**src/rtl/shift_sequencer.sv**
```systemverilog
// Multi-pass 8-bit shifter/rotator: each RUN cycle moves the operand by at most MAX_STEP bits,
// then the result is held in DONE until the consumer takes it.
module shift_sequencer #(
    parameter int unsigned MAX_STEP = 7
) (
    input  logic       CLK,
    input  logic       RESET,
    input  logic       REQ_VALID,
    output logic       REQ_READY,
    input  logic [7:0] REQ_DATA,
    input  logic [4:0] REQ_AMT,
    input  logic [1:0] REQ_OP,
    output logic       RESP_VALID,
    input  logic       RESP_READY,
    output logic [7:0] RESP_DATA,
    output logic [2:0] PASSES,
    output logic       BUSY
);

    typedef enum logic [1:0] {StIdle, StRun, StDone} state_e;

    localparam logic [2:0] StepMax = 3'(MAX_STEP);

    state_e      state_q, state_d;
    logic [7:0]  data_q, data_d;
    logic [2:0]  rem_q, rem_d;
    logic [1:0]  op_q, op_d;
    logic        sat_q, sat_d;
    logic [2:0]  cnt_q, cnt_d;
    logic [7:0]  resp_q, resp_d;
    logic [2:0]  passes_q, passes_d;

    logic [2:0]  step;
    logic [15:0] rot;
    logic [7:0]  shifted;

    assign REQ_READY  = (state_q == StIdle) && !RESET;
    assign RESP_VALID = (state_q == StDone) && !RESET;
    assign BUSY       = (state_q != StIdle) && !RESET;
    assign RESP_DATA  = resp_q;
    assign PASSES     = passes_q;

    always_comb begin
        step    = (rem_q < StepMax) ? rem_q : StepMax;
        rot     = 16'h0000;
        shifted = data_q;
        unique case (op_q)
            2'b00: shifted = data_q << step;
            2'b01: shifted = data_q >> step;
            2'b10: begin
                rot     = {data_q, data_q} << step;
                shifted = rot[15:8];
            end
            default: begin
                rot     = {data_q, data_q} >> step;
                shifted = rot[7:0];
            end
        endcase
    end

    always_comb begin
        state_d  = state_q;
        data_d   = data_q;
        rem_d    = rem_q;
        op_d     = op_q;
        sat_d    = sat_q;
        cnt_d    = cnt_q;
        resp_d   = resp_q;
        passes_d = passes_q;
        unique case (state_q)
            StIdle: begin
                if (REQ_VALID && REQ_READY) begin
                    data_d  = REQ_DATA;
                    op_d    = REQ_OP;
                    cnt_d   = 3'd0;
                    // Rotates wrap mod 8; plain shifts of 8 or more just clear the operand.
                    sat_d   = !REQ_OP[1] && (REQ_AMT[4:3] != 2'b00);
                    rem_d   = sat_d ? 3'd0 : REQ_AMT[2:0];
                    state_d = StRun;
                end
            end
            StRun: begin
                cnt_d = cnt_q + 3'd1;
                if (sat_q) begin
                    data_d = 8'h00;
                    rem_d  = 3'd0;
                end else begin
                    data_d = shifted;
                    rem_d  = rem_q - step;
                end
                if (sat_q || (rem_q == step)) begin
                    state_d  = StDone;
                    resp_d   = sat_q ? 8'h00 : shifted;
                    passes_d = cnt_q + 3'd1;
                end
            end
            StDone: begin
                if (RESP_READY) state_d = StIdle;
            end
            default: state_d = StIdle;
        endcase
    end

    always_ff @(posedge CLK) begin
        if (RESET) begin
            state_q  <= StIdle;
            data_q   <= 8'h00;
            rem_q    <= 3'd0;
            op_q     <= 2'b00;
            sat_q    <= 1'b0;
            cnt_q    <= 3'd0;
            resp_q   <= 8'h00;
            passes_q <= 3'd0;
        end else begin
            state_q  <= state_d;
            data_q   <= data_d;
            rem_q    <= rem_d;
            op_q     <= op_d;
            sat_q    <= sat_d;
            cnt_q    <= cnt_d;
            resp_q   <= resp_d;
            passes_q <= passes_d;
        end
    end

endmodule

```
**config.mk**
```make
export PLATFORM = sky130hd
export DESIGN_NAME = shift_sequencer
export DESIGN_NICKNAME = d
export VERILOG_FILES = /design/src/rtl/shift_sequencer.sv
export SDC_FILE = /design/constraint.sdc
export NUM_CORES = 1
export LEC_CHECK = 0
export CAP_MARGIN = 20
export CELL_PAD_IN_SITES_DETAIL_PLACEMENT = 0
export CELL_PAD_IN_SITES_GLOBAL_PLACEMENT = 1
export CORE_UTILIZATION = 43
export CTS_CLUSTER_SIZE = 40
export DETAILED_ROUTE_END_ITERATION = 6
export PLACE_DENSITY_LB_ADDON = 0.05
export RECOVER_POWER = 25
export SLEW_MARGIN = 25
export SYNTH_ARGS = -nofsm -noshare
export SYNTH_HDL_FRONTEND = slang
export SYNTH_SLANG_ARGS = --single-unit
```
**constraint.sdc**
```tcl
create_clock -name CLK -period 5.25 [get_ports CLK]
set_input_delay 0.7875 -clock CLK [delete_from_list [all_inputs] [get_ports CLK]]
set_output_delay 0.7875 -clock CLK [all_outputs]
set_load 0.1 [all_outputs]
```
==> flow_results.org <==
** Outcome
- Outcome :: finished clean

** Floorplanning
- The die covers 5290 um^2.
- Top-Level Pins :: 33
- Die width :: 72.7 um
- Number of rows created at floorplan :: 25
- In this run the vertical extent of the chip is 72.7 um.
- The region available for standard cell placement spans 4750 um^2.
- Effective utilization at floorplan :: between 40% and 50%

** Timing
- In this run the tightest slew margin relative to its limit is approximately a third.
- Hold violation count in the final report :: 0
- Setup repair after global routing left no endpoint under its margin.
- Setup ws final :: 1.77 ns
- Slew at the pin with the worst max-slew slack :: 0.973 ns
- Min Tclk post-route :: 3.48 ns
- Final period utilization :: between 60% and 70%
- Worst-case clock skew :: 0.00415 ns
- Minimum hold slack :: 0.453 ns
- Setup violations, final :: 0
- After routing, the total negative slack on setup checks comes to 0 ns.
- Max Transition Viols Final :: 0
- Highest clock rate :: 287 MHz

** Synth
- Cell taking the most area after synthesis :: sky130_fd_sc_hd__dfxtp_1
- Total of warnings raised by yosys :: 0
- In this run, synthesis inferred 0 flip-flops with an integrated enable.
- The commonest cells after synthesis are sky130_fd_sc_hd__dfxtp_1, sky130_fd_sc_hd__nor2_1, sky130_fd_sc_hd__nand2_1.
- The cell count after synthesis came out at 275.
- Area contributors post-synth :: sky130_fd_sc_hd__dfxtp_1, sky130_fd_sc_hd__mux2i_1, sky130_fd_sc_hd__nor2_1
- Post-synthesis sequential element count :: 30
- A synthesized cell averages between 7 and 8 um^2.
- Most frequently used cell type in the post-synthesis netlist :: sky130_fd_sc_hd__dfxtp_1
- Part of the Yosys area used for sequential elements :: 27.9%
- Share of flip-flops with an asynchronous set or reset :: 0%
- The synthesized netlist occupies a cell area of 2150 um^2.
- For this run, the leading register cell type out of synthesis is sky130_fd_sc_hd__dfxtp_1.
- Yosys mapped the design onto 57 distinct sky130hd cell types.
- Area share of the leading cell type in the synthesized netlist :: roughly 28%

** Critical path
- STA classifies the critical path startpoint as an input pin.
- Required time at the worst-slack endpoint :: 4.46 ns
- Maximum fanout along the worst path :: 34
- STA classifies the critical path endpoint as an output pin.
- The critical path in this run is classified as in2out.
- Data on the critical path arrives at its endpoint at 2.70 ns.

** GRT
- Via count of the first global-routing pass :: 2067
- Largest net degree at the start of global routing :: 35
- Global routing consumed, over all layers together, 24.7% of the routing resources.
- Gr ovfl total :: 0
- The first global-routing pass estimated approximately 9900 um of wire.
- The initial antenna violation count is 0.

** Job
- Reported max-cap violation count :: 0

** Drt
- Iter 0 DRT Violations :: 288
- For this run, design rule violations remaining after detail routing come to 0.
- Overall via count from detail_route :: 2220
- Routed via count divided by cell count :: 6.15
- Wire length the detailed router placed on met1 :: between 2000 and 3000 um
- The final layout contains routed wiring with a total length of 6290 um.
- In this run the remaining antenna-violating nets after routing total 0.
- Avg WL per Cell :: roughly 17 um
- Number of optimization iterations in the first detailed-route pass :: 5
- Uppermost routed layer :: met4
- Metal3 WL :: 445 um
- Met2 routed WL :: 2700 um

** Clocking
- Clock latency on the worst-skew pair, taken at its later pin, is about 0.28 ns.
- CTS-repair resized insts :: 0
- Clock tree from TritonCTS :: done
- Clock-pin slew was measured on the worst setup and hold paths at 0.06 ns.
- Library cell used as clock root buffer :: sky130_fd_sc_hd__clkbuf_8
- # Post-CTS Setup Buffers :: 0
- CTS HTree Levels :: 2
- Counting the buffers created by CTS gives 5.
- Sink Count :: 30
- Counting along the longest clock path gives a buffer depth of 2.
- After clock tree synthesis, the flow added hold-fix buffers numbering 0.

** Pwr
- Summed over all cells, the static leakage comes to about 0.84 nW.
- In this run the power density over the cells is between 200 and 300 nW/um^2.
- Max rail drop VDD :: 170 uV

** Placement
- Count of buffers inserted at the top-level ports :: 32
- After legalization and detailed placement, the total HPWL measured 4360 um.
- After detailed placement, the design holds a cell count of 354.
- Setup WS pre-CTS :: 1.77 ns
- Final GP Congestion :: 0.876

** Finish
- Antenna Cells :: 0
- Layout cells sized above 1 :: around 8%
- At the end of the flow, the number of nets in the layout was 316.
- Relative area change from synthesis to final layout :: 17.7%
- The count of cells in the finished layout, fillers not included, comes to 361.

** Min path
- Class of the most critical hold timing path :: reg2reg
[sequential cells by signal, indices dropped and copies added (netlist names)]
signal / count
op_q: 2
RESP_DATA: 8
PASSES: 3
sat_q: 1
cnt_q: 3
state_q: 2
data_q: 8
rem_q: 3
[metal layers]
layer | vias to the layer above | GRT usage, %
met3 | 15 | 6.08
met1 | 1039 | 34.1
li1 | 1062 | -
met4 | 0 | 8.93
met5 | - | 0
met2 | 104 | 37.4
[worst max-delay path, cell delays in order]
cell and delay [ns]:
sky130_fd_sc_hd__clkdlybuf4s50_1 0.39, sky130_fd_sc_hd__buf_4 0.24, sky130_fd_sc_hd__nor2_1 0.14, sky130_fd_sc_hd__clkdlybuf4s50_1 1.13
[logic make-up after synthesis]
| group | synth area share [%] |
|---|---|
| buffers and inverters | 6.87 |
| XOR/XNOR | 0.408 |
| adder cells (fa/ha/maj) | 1.75 |
| other | 0.174 |
| AO/OA/AOI/OAI | 26.1 |
| multiplexers | 14.3 |
| AND/OR/NAND/NOR | 22.5 |
| flip-flops | 27.9 |
[report_power, final]
group	internal, mW	switching, mW
sequential	0.241	0.0294
combinational	0.0733	0.117
clock	0.0887	0.0831
[final timing paths]
| check | cells after the start | start | slack [ns] | endpoint |
|---|---|---|---|---|
| max | 4 | RESET | 1.77 | BUSY |
| max reg2reg | 6 | rem_q[1] | 2.99 | RESP_DATA[3] |
| min | 2 | RESP_DATA[1] | 0.45 | RESP_DATA[1] |
| min reg2reg | 2 | RESP_DATA[1] | 0.45 | RESP_DATA[1] |
[final cells by class]
| cell class | instances | area (um^2) |
|---|---|---|
| clock buffer | 5 | 68.8 |
| clock inverter | 2 | 10.0 |
| fill | 475 | 2220 |
| inverter | 4 | 15.0 |
| multi-input combinational | 216 | 1410 |
| sequential | 30 | 601 |
| tap | 67 | 83.8 |
| timing repair buffer | 37 | 345 |
[placed cells by master, fill, tap and decap left out, drive strengths merged, types with 5 or more instances in the layout]
master         instances
buf                    5
nor2                  28
clkdlybuf4s50         30
a21oi                 19
nand3                 16
nor2b                  6
clkbuf                 7
o21ai                 10
nand2                 25
a22oi                  6
dfxtp                 30
a31oi                  8
mux2                   5
a211oi                 6
mux2i                 18
nor3                   9
[through the flow]
| step | utilization (%) | instance area [um^2] | power [mW] |
|---|---|---|---|
| finish | 53.2 | 2530 | 0.633 |
| global route | 53.2 | 2530 | 0.663 |
| CTS | 53.5 | 2540 | 0.632 |
| global placement | 51.8 | 2460 | 0.465 |
| detailed placement | 51.8 | 2460 | 0.463 |
| floorplan | - | 2160 | 0.409 |
No activity file was read; power rests on OpenSTA's default activity.
